<file path="src/rtl/axi_log_pkg.sv">
// -----------------------------------------------------------------------------
// axi_log_pkg
// Shared definitions for the AXI address-event capture stage of the BRAM
// logger.
//   log_event_t       packed event layout {is_write, id, addr, len} at the
//                     default widths (ID 8, address 32, length 8)
//   LOG_IS_WRITE_POS  bit position of is_write inside a packed event
//   clog2             ceiling log2, used for pointer and count widths
// -----------------------------------------------------------------------------
package axi_log_pkg;

   typedef struct packed {
      logic        is_write;
      logic [7:0]  id;
      logic [31:0] addr;
      logic [7:0]  len;
   } log_event_t;

   localparam int LOG_IS_WRITE_POS = $bits(log_event_t) - 1;

   function automatic int clog2(input int value);
      int result;
      result = 0;
      for (int v = value - 1; v > 0; v = v >> 1) begin
         result++;
      end
      return result;
   endfunction

endpackage

</file>
<file path="src/rtl/log_fifo_2w1r.sv">
// -----------------------------------------------------------------------------
// log_fifo_2w1r
// Event FIFO with two write ports and one read port. Port 0 holds the older
// entry when both ports write in the same cycle. The head is removed every
// cycle the FIFO is non-empty, because the consumer never stalls.
//   clk, rst_n          clock, asynchronous active-low reset
//   clear               synchronous flush (count and pointers to 0)
//   wr0_en, wr0_data    first (older) write port
//   wr1_en, wr1_data    second write port; only valid together with wr0_en
//   rd_valid, rd_data   registered head of the FIFO, data 0 when empty
//   free                entries that may be written this cycle
// -----------------------------------------------------------------------------
module log_fifo_2w1r
   import axi_log_pkg::*;
#(
   parameter int DATA_BITW = 49,
   parameter int DEPTH     = 4,
   localparam int PTR_BITW = clog2(DEPTH),
   localparam int CNT_BITW = PTR_BITW + 1
) (
   input  logic                 clk,
   input  logic                 rst_n,
   input  logic                 clear,
   input  logic                 wr0_en,
   input  logic [DATA_BITW-1:0] wr0_data,
   input  logic                 wr1_en,
   input  logic [DATA_BITW-1:0] wr1_data,
   output logic                 rd_valid,
   output logic [DATA_BITW-1:0] rd_data,
   output logic [CNT_BITW-1:0]  free
);

   logic [DATA_BITW-1:0] mem_q [DEPTH];
   logic [DATA_BITW-1:0] mem_d [DEPTH];
   logic [PTR_BITW-1:0]  wr_ptr_q, wr_ptr_d;
   logic [PTR_BITW-1:0]  rd_ptr_q, rd_ptr_d;
   logic [CNT_BITW-1:0]  count_q, count_d;
   logic                 rd_valid_q, rd_valid_d;
   logic [DATA_BITW-1:0] rd_data_q, rd_data_d;
   logic                 pop;
   logic                 wr0_go, wr1_go;
   logic [1:0]           n_push;

   assign pop    = (count_q != '0);
   assign wr0_go = wr0_en & ~clear;
   assign wr1_go = wr1_en & wr0_en & ~clear;
   assign n_push = {1'b0, wr0_go} + {1'b0, wr1_go};

   // The slot being popped this cycle is already reusable by a write.
   assign free = CNT_BITW'(DEPTH) - count_q + CNT_BITW'(pop);

   // The head register is loaded with the head of the next-state FIFO so
   // that the read side comes straight from flops and a push into an empty
   // FIFO is visible one cycle later.
   always_comb begin
      mem_d    = mem_q;
      rd_ptr_d = rd_ptr_q + PTR_BITW'(pop);
      wr_ptr_d = wr_ptr_q + PTR_BITW'(n_push);
      count_d  = count_q + CNT_BITW'(n_push) - CNT_BITW'(pop);
      if (wr0_go) begin
         mem_d[wr_ptr_q] = wr0_data;
      end
      if (wr1_go) begin
         mem_d[wr_ptr_q + PTR_BITW'(1)] = wr1_data;
      end
      if (clear) begin
         rd_ptr_d = '0;
         wr_ptr_d = '0;
         count_d  = '0;
      end
      rd_valid_d = (count_d != '0);
      rd_data_d  = rd_valid_d ? mem_d[rd_ptr_d] : '0;
   end

   always_ff @(posedge clk or negedge rst_n) begin
      if (!rst_n) begin
         for (int i = 0; i < DEPTH; i++) begin
            mem_q[i] <= '0;
         end
         wr_ptr_q   <= '0;
         rd_ptr_q   <= '0;
         count_q    <= '0;
         rd_valid_q <= 1'b0;
         rd_data_q  <= '0;
      end else begin
         mem_q      <= mem_d;
         wr_ptr_q   <= wr_ptr_d;
         rd_ptr_q   <= rd_ptr_d;
         count_q    <= count_d;
         rd_valid_q <= rd_valid_d;
         rd_data_q  <= rd_data_d;
      end
   end

   assign rd_valid = rd_valid_q;
   assign rd_data  = rd_data_q;

endmodule

</file>
<file path="src/rtl/axi_log_arbiter.sv">
// -----------------------------------------------------------------------------
// axi_log_arbiter
// Capture stage in front of the AXI BRAM logger. Completed AR and AW address
// handshakes become events {is_write, id, addr, len}, are queued in a small
// two-write/one-read FIFO and leave one per cycle on the logger interface.
// Events that find no room are dropped and counted.
//   Clk_CI, Rst_RBI          clock, asynchronous active-low reset
//   Ar*_SI / Ar*_DI          AR channel handshake and payload
//   Aw*_SI / Aw*_DI          AW channel handshake and payload
//   Enable_SI                capture enable
//   Clear_SI                 synchronous flush of FIFO and drop counter
//   LogFull_SI               logger full, inhibits capture
//   LogValid_SO/LogReady_SO  event present (identical signals)
//   LogId_DO                 {is_write, id}
//   LogAddr_DO, LogLen_DO    event address and burst length
//   DropCnt_DO               saturating count of events lost to overflow
// -----------------------------------------------------------------------------
module axi_log_arbiter
   import axi_log_pkg::*;
#(
   parameter int AXI_ADDR_BITW = 32,
   parameter int AXI_ID_BITW   = 8,
   parameter int AXI_LEN_BITW  = 8,
   parameter int FIFO_DEPTH    = 4,
   parameter int DROP_CNT_BITW = 16
) (
   input  logic                     Clk_CI,
   input  logic                     Rst_RBI,
   input  logic                     ArValid_SI,
   input  logic                     ArReady_SI,
   input  logic [AXI_ID_BITW-1:0]   ArId_DI,
   input  logic [AXI_ADDR_BITW-1:0] ArAddr_DI,
   input  logic [AXI_LEN_BITW-1:0]  ArLen_DI,
   input  logic                     AwValid_SI,
   input  logic                     AwReady_SI,
   input  logic [AXI_ID_BITW-1:0]   AwId_DI,
   input  logic [AXI_ADDR_BITW-1:0] AwAddr_DI,
   input  logic [AXI_LEN_BITW-1:0]  AwLen_DI,
   input  logic                     Enable_SI,
   input  logic                     Clear_SI,
   input  logic                     LogFull_SI,
   output logic                     LogValid_SO,
   output logic                     LogReady_SO,
   output logic [AXI_ID_BITW:0]     LogId_DO,
   output logic [AXI_ADDR_BITW-1:0] LogAddr_DO,
   output logic [AXI_LEN_BITW-1:0]  LogLen_DO,
   output logic [DROP_CNT_BITW-1:0] DropCnt_DO
);

   // Same layout as log_event_t, generalised to the configured widths; the
   // direction bit is the MSB (LOG_IS_WRITE_POS for the default widths).
   localparam int EVT_BITW  = 1 + AXI_ID_BITW + AXI_ADDR_BITW + AXI_LEN_BITW;
   localparam int CNT_BITW  = clog2(FIFO_DEPTH) + 1;
   localparam int DSUM_BITW = DROP_CNT_BITW + 1;

   logic                     capture_ok;
   logic                     cap_ar, cap_aw;
   logic [EVT_BITW-1:0]      ar_evt, aw_evt;
   logic                     wr0_en, wr1_en;
   logic [EVT_BITW-1:0]      wr0_data, wr1_data;
   logic [1:0]               n_drop;
   logic [CNT_BITW-1:0]      free;
   logic                     head_valid;
   logic [EVT_BITW-1:0]      head_data;
   logic [DSUM_BITW-1:0]     drop_sum;
   logic [DROP_CNT_BITW-1:0] drop_cnt_q, drop_cnt_d;

   // Clear and a full logger both suppress capture entirely; suppressed
   // handshakes are not drops.
   assign capture_ok = Enable_SI & ~LogFull_SI & ~Clear_SI;
   assign cap_ar     = ArValid_SI & ArReady_SI & capture_ok;
   assign cap_aw     = AwValid_SI & AwReady_SI & capture_ok;

   assign ar_evt = {1'b0, ArId_DI, ArAddr_DI, ArLen_DI};
   assign aw_evt = {1'b1, AwId_DI, AwAddr_DI, AwLen_DI};

   // AR is the older event of a same-cycle pair, so it always takes write
   // port 0 and is the one kept when only one slot is free.
   always_comb begin
      wr0_en   = 1'b0;
      wr1_en   = 1'b0;
      wr0_data = ar_evt;
      wr1_data = aw_evt;
      n_drop   = 2'd0;
      if (cap_ar && cap_aw) begin
         if (free >= CNT_BITW'(2)) begin
            wr0_en = 1'b1;
            wr1_en = 1'b1;
         end else if (free == CNT_BITW'(1)) begin
            wr0_en = 1'b1;
            n_drop = 2'd1;
         end else begin
            n_drop = 2'd2;
         end
      end else if (cap_ar || cap_aw) begin
         wr0_data = cap_ar ? ar_evt : aw_evt;
         if (free != '0) begin
            wr0_en = 1'b1;
         end else begin
            n_drop = 2'd1;
         end
      end
   end

   log_fifo_2w1r #(
      .DATA_BITW (EVT_BITW),
      .DEPTH     (FIFO_DEPTH)
   ) u_fifo (
      .clk      (Clk_CI),
      .rst_n    (Rst_RBI),
      .clear    (Clear_SI),
      .wr0_en   (wr0_en),
      .wr0_data (wr0_data),
      .wr1_en   (wr1_en),
      .wr1_data (wr1_data),
      .rd_valid (head_valid),
      .rd_data  (head_data),
      .free     (free)
   );

   // One extra bit catches the carry so the counter sticks at all-ones.
   assign drop_sum = {1'b0, drop_cnt_q} + DSUM_BITW'(n_drop);

   always_comb begin
      drop_cnt_d = drop_sum[DROP_CNT_BITW-1:0];
      if (drop_sum[DROP_CNT_BITW]) begin
         drop_cnt_d = '1;
      end
      if (Clear_SI) begin
         drop_cnt_d = '0;
      end
   end

   always_ff @(posedge Clk_CI or negedge Rst_RBI) begin
      if (!Rst_RBI) begin
         drop_cnt_q <= '0;
      end else begin
         drop_cnt_q <= drop_cnt_d;
      end
   end

   // The FIFO head register is already zero when empty.
   assign LogValid_SO = head_valid;
   assign LogReady_SO = head_valid;
   assign LogId_DO    = head_data[EVT_BITW-1 -: AXI_ID_BITW+1];
   assign LogAddr_DO  = head_data[AXI_ADDR_BITW+AXI_LEN_BITW-1 : AXI_LEN_BITW];
   assign LogLen_DO   = head_data[AXI_LEN_BITW-1:0];
   assign DropCnt_DO  = drop_cnt_q;

endmodule

</file>
<file path="config.mk">
export PLATFORM = sky130hd
export DESIGN_NAME = axi_log_arbiter
export DESIGN_NICKNAME = d
export VERILOG_FILES = /design/src/rtl/axi_log_pkg.sv /design/src/rtl/log_fifo_2w1r.sv /design/src/rtl/axi_log_arbiter.sv
export SDC_FILE = /design/constraint.sdc
export NUM_CORES = 1
export LEC_CHECK = 0
export ABC_CLOCK_PERIOD_IN_PS = 4800
export BUFFER_PORTS_ARGS = -buffer_cell sky130_fd_sc_hd__buf_2
export CAP_MARGIN = 20
export CORE_MARGIN = 3
export CORE_UTILIZATION = 46
export DETAILED_ROUTE_END_ITERATION = 7
export PLACE_DENSITY = 0.65
export SYNTH_ARGS = -nofsm -noshare
export SYNTH_HDL_FRONTEND = slang
export SYNTH_SLANG_ARGS = --single-unit
</file>
<file path="constraint.sdc">
create_clock -name Clk_CI -period 4.8 [get_ports Clk_CI]
set_input_delay 0.24 -clock Clk_CI [delete_from_list [all_inputs] [get_ports Clk_CI]]
set_output_delay 0.24 -clock Clk_CI [all_outputs]
set_load 0.02 [all_outputs]
</file>
Word-level counts from Yosys, hierarchy flattened:

Cells that the tools add are included.

* $add $sub $neg: 9
* multipliers: 0
* divide/modulo/power cells: 0
* magnitude comparators: 6
* eq/ne operators: 1
* shift operators: 0
* muxes and demuxes: 32
* bitwise operators: 14
* reduce and logical (&&, ||, !) cells: 7

Operators with widths (number)
* 196-bit bitwise mux: 2
* 196-bit 2-to-1 mux: 2
* 49-bit 2-to-1 mux: 8
* 49-bit demux with 2-bit select: 2
* 49-bit binary-select mux with 2-bit select: 1
* 16-bit 2-to-1 mux: 2
* 16-bit by 2-bit adder with 17-bit output: 1
* 2-bit 2-to-1 mux: 5
* 1-bit bitwise AND: 9
* 3-bit greater-or-equal comparator, second input constant: 3
* 1-bit 2-to-1 mux: 9
* 2-bit inverter with 3-bit output: 3
* 3-bit nonzero test: 3
* 3-bit by 1-bit < comparator with 1-bit output, second input constant: 2
* 3-bit by 1-bit adder with 3-bit output: 1
* 3-bit by 2-bit adder with 3-bit output: 1
* 3-bit by 1-bit == test with 1-bit output, second input constant: 1
* 3-bit by 2-bit greater-or-equal comparator with 1-bit output, second input constant: 1
* 1-bit logical AND: 3
* 3-bit 2-to-1 mux: 1
* 3-bit by 1-bit subtractor with 3-bit output: 1
* 3-bit subtractor, first input constant: 1
* 1-bit by 1-bit adder with 2-bit output: 1
* 2-bit by 1-bit adder with 2-bit output: 1
* 4 further kinds: 5

* flip-flop bits (word level): 269
* latch bits: 0
* RAM bits: 0
* bits in read-only memories: 0
* output and inout bits: 67
* word-level logic and storage cells: 79
* memories kept: 0

Depth between registers and ports, before layout:

* depth after elaboration: 15
* mapped depth: 21
* mapped depth without buffers: 19

Hierarchy:

A second synthesis with hierarchy kept.

* cell total of the unflattened synthesis: 1915
* area, all modules: 16354.4 um2

By module, submodules not included
* log_fifo_2w1r: times used 1, cells an instance 1756, area each 14809.2 um2, sequential area each 6331.1 um2
* axi_log_arbiter: times used 1, cells an instance 159, area each 1545.2 um2, sequential area each 400.4 um2

Worst setup path after synthesis:

No wires, ideal clock.

* path type: flip-flop to flip-flop
* start: register u_fifo.count_q[2]
* end: register u_fifo.rd_data_q[37] (netlist: u_fifo.rd_data[37])
* arrival time: 4.332 ns
* required time: 4.729 ns
* slack: 0.397 ns
* stages on the path, launching flop included: 22
* buffers on the path: 2
* cells stage by stage: dfrtp_1 -> or3_1 -> inv_1 -> ha_1 -> inv_1 -> ha_1 -> xnor2_2 -> a31oi_1 -> a21oi_1 -> inv_1 -> ha_1 -> ha_1 -> inv_1 -> fa_1 -> xor3_1 -> and3b_1 -> nand2b_1 -> nor2_1 -> buf_2 -> buf_2 -> o211ai_1 -> nand4_1

* cells in the longest elaborated chain, start to end: 14

RTL lines
* from (decl): line log_fifo_2w1r.sv:37 `logic [CNT_BITW-1:0] count_q, count_d;`
* from (signal assigned): line log_fifo_2w1r.sv:89 `count_q <= count_d;`
* branches (longest 13 deep; another with 3-bit subtractor)
* 49-bit 2-to-1 mux *: line log_fifo_2w1r.sv:72 `rd_data_d = rd_valid_d ? mem_d[rd_ptr_d] : '0;`
* named net u_fifo.rd_data_d[37]: line log_fifo_2w1r.sv:39 `logic [DATA_BITW-1:0] rd_data_q, rd_data_d;`
* to (signal assigned): line log_fifo_2w1r.sv:91 `rd_data_q <= rd_data_d;`
* to (decl): line log_fifo_2w1r.sv:39

Mark *: on every way through the listed nets, which the timed path passes. The select of a mux whose other input is x is not followed.

Final worst setup path:

* start: register u_fifo.count_q[1]
* end: register u_fifo.rd_data_q[24] (netlist: u_fifo.rd_data[24])

Same word-level chain as after synthesis.

==> flow_summary.html <==
<table>
<tr><th>Metric</th><th>Value</th></tr>
<tr><th colspan="2">Critical path</th></tr>
<tr><td>Capture point of the worst reg-to-reg path</td><td>u_fifo.rd_data[24]</td></tr>
<tr><td>Sum of buffers and inverters on the critical path</td><td>5</td></tr>
<tr><td>Arr. time, crit path</td><td>5090 ps</td></tr>
<tr><td>R2r setup slk</td><td>170 ps</td></tr>
<tr><td>Family with the most delay on the worst path</td><td>adder cells</td></tr>
<tr><td>Required time of the critical path</td><td>5260 ps</td></tr>
<tr><td>CP Max Fanout</td><td>21</td></tr>
<tr><td>Critical path start-end classification</td><td>register to register</td></tr>
<tr><td>Worst reg2reg path depth</td><td>20</td></tr>
<tr><td>Crit path top cell by count</td><td>ha_1</td></tr>
<tr><td>Critical path's slowest cell</td><td>fa_1</td></tr>
<tr><td>List of cells traversed by the critical path</td><td>or3_1 &gt; inv_1 &gt; ha_1 &gt; inv_1 &gt; ha_1 &gt; a21oi_2 &gt; a21oi_1 &gt; and2_2 &gt; ha_1 &gt; ha_1 &gt; inv_1 &gt; fa_1 &gt; xor3_1 &gt; and3b_2 &gt; nor3_4 &gt; buf_12 &gt; buf_12 &gt; o221a_2 &gt; o21ai_0 &gt; nand4_1</td></tr>
<tr><td>Worst Setup Start Kind</td><td>register</td></tr>
<tr><td>Reg2reg start</td><td>u_fifo.count_q[1]</td></tr>
<tr><td>Endpoint class of the critical path</td><td>register</td></tr>
<tr><td>Maximum cell stage delay along the critical path</td><td>450 ps</td></tr>
<tr><th colspan="2">Pwr</th></tr>
<tr><td>Total power per unit cell area</td><td>512.1 nW/um2</td></tr>
<tr><td>Maximum vdd drop</td><td>0.3229 mV</td></tr>
<tr><td>Leakage power of the design</td><td>7.151 nW</td></tr>
<tr><th colspan="2">Logic synthesis</th></tr>
<tr><td>Fraction of registers with async set or reset after synthesis</td><td>100.0%</td></tr>
<tr><td>Number of enable-type register cells in the synthesized netlist</td><td>0</td></tr>
<tr><td>Cell area after synthesis</td><td>14250 um2</td></tr>
<tr><td>Netlist cell types</td><td>61</td></tr>
<tr><td>Syn Area/Cell</td><td>10.30 um2</td></tr>
<tr><td>Top_reg_cell synth</td><td>dfrtp_1</td></tr>
<tr><td>Post-synthesis sequential element count</td><td>269</td></tr>
<tr><td>Nets in the synthesized netlist</td><td>1501</td></tr>
<tr><td>YS warnings</td><td>0</td></tr>
<tr><td>Portion of the post-synthesis area used by sequential elements</td><td>47.22%</td></tr>
<tr><td>Post-Synthesis Cells</td><td>1384</td></tr>
<tr><th colspan="2">Detailed routing</th></tr>
<tr><td>Final Routed Wirelength</td><td>43200 um</td></tr>
<tr><td>DRC marker count from the first detailed-route iteration</td><td>966</td></tr>
<tr><td>Remaining DRCs</td><td>0</td></tr>
<tr><td>Per-cell routed wire length</td><td>22.16 um</td></tr>
<tr><td>Count of vias placed by the detailed router</td><td>12270</td></tr>
<tr><td>Post-detailed-route count of antenna-violating nets</td><td>0</td></tr>
<tr><td>Per-cell via count in the routed design</td><td>6.295</td></tr>
<tr><td>Count of TritonRoute iterations in the first routing pass</td><td>6</td></tr>
<tr><th colspan="2">Place</th></tr>
<tr><td>HPWL reported at the end of detailed placement</td><td>25180 um</td></tr>
<tr><td>Port-buffer cells</td><td>171</td></tr>
<tr><td>Placer's final routability congestion estimate</td><td>0.8717</td></tr>
<tr><td>Instance area after placement</td><td>15440 um2</td></tr>
<tr><th colspan="2">STA</th></tr>
<tr><td>Skew final</td><td>12.34 ps</td></tr>
<tr><td>Number of failing hold endpoints at the final stage</td><td>0</td></tr>
<tr><td>Final Critical Period</td><td>4626 ps</td></tr>
<tr><td>Pin slew with the least headroom to its limit</td><td>1022 ps</td></tr>
<tr><td>Rel. slew slack</td><td>31.86%</td></tr>
<tr><td>Final-layout worst hold slack</td><td>15.97 ps</td></tr>
<tr><td>Tcrit/Tclk final</td><td>96.37%</td></tr>
<tr><td>Total Negative Setup Slacks</td><td>0 ps</td></tr>
<tr><td>Top achievable clock speed</td><td>216.2 MHz</td></tr>
<tr><td># setup viols final</td><td>0</td></tr>
<tr><td>Max-slew violations</td><td>0</td></tr>
<tr><th colspan="2">Die</th></tr>
<tr><td>Horizontal die dimension</td><td>182.0 um</td></tr>
<tr><td>Area of the core region</td><td>30110 um2</td></tr>
<tr><td>I/O pin total</td><td>172</td></tr>
<tr><td>Initial Util</td><td>47.34%</td></tr>
<tr><td>Number of rows in the core area</td><td>63</td></tr>
<tr><td>Vertical die dimension</td><td>182.0 um</td></tr>
<tr><td>Die Footprint</td><td>33140 um2</td></tr>
<tr><th colspan="2">Clock network</th></tr>
<tr><td>Clock sink count</td><td>269</td></tr>
<tr><td>H-Tree Depth</td><td>1</td></tr>
<tr><td>Total clock buffers created by CTS</td><td>30</td></tr>
<tr><td>Bufs on Longest Clock Path</td><td>3</td></tr>
<tr><td>Clock latency on the worst-skew pair</td><td>550 ps</td></tr>
<tr><td>Root Driver</td><td>clkbuf_16</td></tr>
<tr><td>Clock-pin slew reported for the worst setup and hold paths after clock tree synthesis</td><td>60 ps</td></tr>
<tr><td>Clock tree from TritonCTS</td><td>yes</td></tr>
<tr><th colspan="2">Finish</th></tr>
<tr><td>Commonest cells after routing, fill and taps aside</td><td>268 x dfrtp_1, 170 x buf_2, 157 x nor2_1, 97 x o211ai_1</td></tr>
<tr><td>Utilization of the core after routing</td><td>55.95%</td></tr>
<tr><td>P&amp;R area growth vs syn</td><td>18.18%</td></tr>
<tr><td>Net count, final</td><td>1656</td></tr>
<tr><td>Most common library cell in the layout ignoring fill and taps</td><td>dfrtp_1</td></tr>
<tr><td>Final Instance Area</td><td>16850 um2</td></tr>
<tr><td>Share of layout cells above drive strength 1</td><td>20.86%</td></tr>
<tr><th colspan="2">Worst hold path</th></tr>
<tr><td>Number of cells on the worst hold path</td><td>3</td></tr>
<tr><td>Worst Hold Path EP</td><td>u_fifo.mem_q[114]</td></tr>
<tr><td>Path category of the worst min-delay check</td><td>input port to register</td></tr>
<tr><td>Launch instance of the worst min-delay path</td><td>ArAddr_DI[8]</td></tr>
<tr><th colspan="2">Global route</th></tr>
<tr><td>GR Util All Layers</td><td>25.27%</td></tr>
<tr><td>Vias in the first global route</td><td>12470</td></tr>
<tr><td>Initial antenna violation count</td><td>1</td></tr>
<tr><td>Remaining global-route overflow</td><td>0</td></tr>
<tr><td>Global-route wire length before repair</td><td>68300 um</td></tr>
<tr><td>Pin count of the biggest net entering global routing</td><td>90</td></tr>
<tr><th colspan="2">Run status</th></tr>
<tr><td>Outcome</td><td>complete, no violations</td></tr>
<tr><th colspan="2">Job</th></tr>
<tr><td>Max-Cap Viols</td><td>0</td></tr>
</table>
-- kinds of logic after synthesis --
family,synth area share [%]
buffers and inverters,6.267
muxes,3.441
adders and majority gates,1.159
DFF,47.22
AOI/OAI and AO/OA,31.94
xor gates and xnor gates,1.141
and+or+nand+nor,8.830
-- worst reg2reg max path, stage by stage, from the launching register on --
cell     delay, ps
dfrtp_2        440
or3_1          420
inv_1           80
ha_1           140
inv_1           40
ha_1           340
a21oi_2        250
a21oi_1        120
and2_2         260
ha_1           310
ha_1           140
inv_1           60
fa_1           450
xor3_1         220
and3b_2        280
nor3_4         200
buf_12         140
buf_12         200
o221a_2        210
o21ai_0        100
nand4_1        150
-- synthesized netlist by cell type (4+ instances only) --
cell	number	area share, %
xor2_1	8	0.49
a2bb2oi_1	96	5.9
o221ai_1	48	2.9
buf_2	48	1.7
buf_1	7	0.18
o22ai_1	48	2.1
o21ai_0	47	1.7
nor2_1	158	4.2
mux2i_1	49	3.4
buf_6	5	0.39
o221a_2	46	3.6
nand4_1	51	2.2
nand3_1	8	0.28
dfrtp_1	269	47
inv_1	64	1.7
o22a_1	48	2.9
o211ai_1	97	5.1
o21ai_1	7	0.25
a21oi_1	23	0.81
nand2_1	12	0.32
a21o_1	4	0.21
nor2b_1	5	0.22
o21a_1	96	5.1
clkbuf_1	56	1.5
buf_4	16	0.84
xnor2_1	6	0.37
ha_1	10	0.88
-- final cells by class --
type	instances	area [um2]
Clock buffer	49	883.3
Antenna cell	1	2.502
Clock inverter	2	10.01
Inverter	64	240.2
Tap cell	390	488.0
Sequential cell	269	6733
Multi-Input combinational cell	919	6743
Timing Repair Buffer	255	1747
Fill cell	2716	13270
-- power breakdown --
group | internal, mW | switching (mW)
Clock | 1.24 | 0.899
Combinational | 1.49 | 1.76
Sequential | 2.93 | 0.317
Total | 5.66 | 2.97
-- registers in the layout, indices dropped and copies added (netlist names) --
name             cells
u_fifo.rd_data      49
u_fifo.rd_ptr_q      2
u_fifo.count_q       3
u_fifo.wr_ptr_q      2
u_fifo.mem_q       196
u_fifo.rd_valid      1
DropCnt_DO          16
-- through the flow --
| stage | std cells | worst slack (ps) | total power [mW] |
|---|---|---|---|
| after detailed placement | 1851 | 125.1 | 6.358 |
| after floorplan | 1384 | 396.7 | 5.320 |
| after global placement | 1851 | 263.9 | 6.295 |
| final | 1949 | 174.4 | 8.627 |
| after global routing | 1949 | -90.43 | 9.130 |
| after CTS | 1945 | 98.88 | 8.536 |
-- how the worst max path moves through the flow --
stage / startpoint / end / slack (ps) / cells after the start
after floorplan: u_fifo.count_q[2] / u_fifo.rd_data[37] / 400 / 21
after global placement: u_fifo.count_q[1] / u_fifo.rd_data[48] / 260 / 19
after detailed placement: u_fifo.count_q[1] / u_fifo.rd_data[22] / 130 / 20
after CTS: u_fifo.count_q[1] / u_fifo.rd_data[22] / 100 / 20
after global routing: u_fifo.count_q[0] / u_fifo.rd_data[22] / -90 / 20
final: u_fifo.count_q[1] / u_fifo.rd_data[24] / 170 / 20
-- layer usage --
| metal | track usage (%) | up-vias | share of wire (%) |
|---|---|---|---|
| li1 | - | 5629 | - |
| met1 | 34.47 | 6133 | 44 |
| met2 | 42.87 | 449 | 48 |
| met3 | 3.325 | 58 | 6.4 |
| met4 | 6.277 | 0 | 1.8 |
| met5 | 0 | - | 0 |
-- timing repair --
| item | in CTS | in global routing |
|---|---|---|
| buffers inserted | 0 | 2 |
| gates resized for setup | 0 | 8 |
| hold endpoints to repair | 127 | 0 |
| endpoints found under the setup margin | 0 | 49 |
| hold buffers | 43 | 0 |
(Power assumes the default switching activity.)
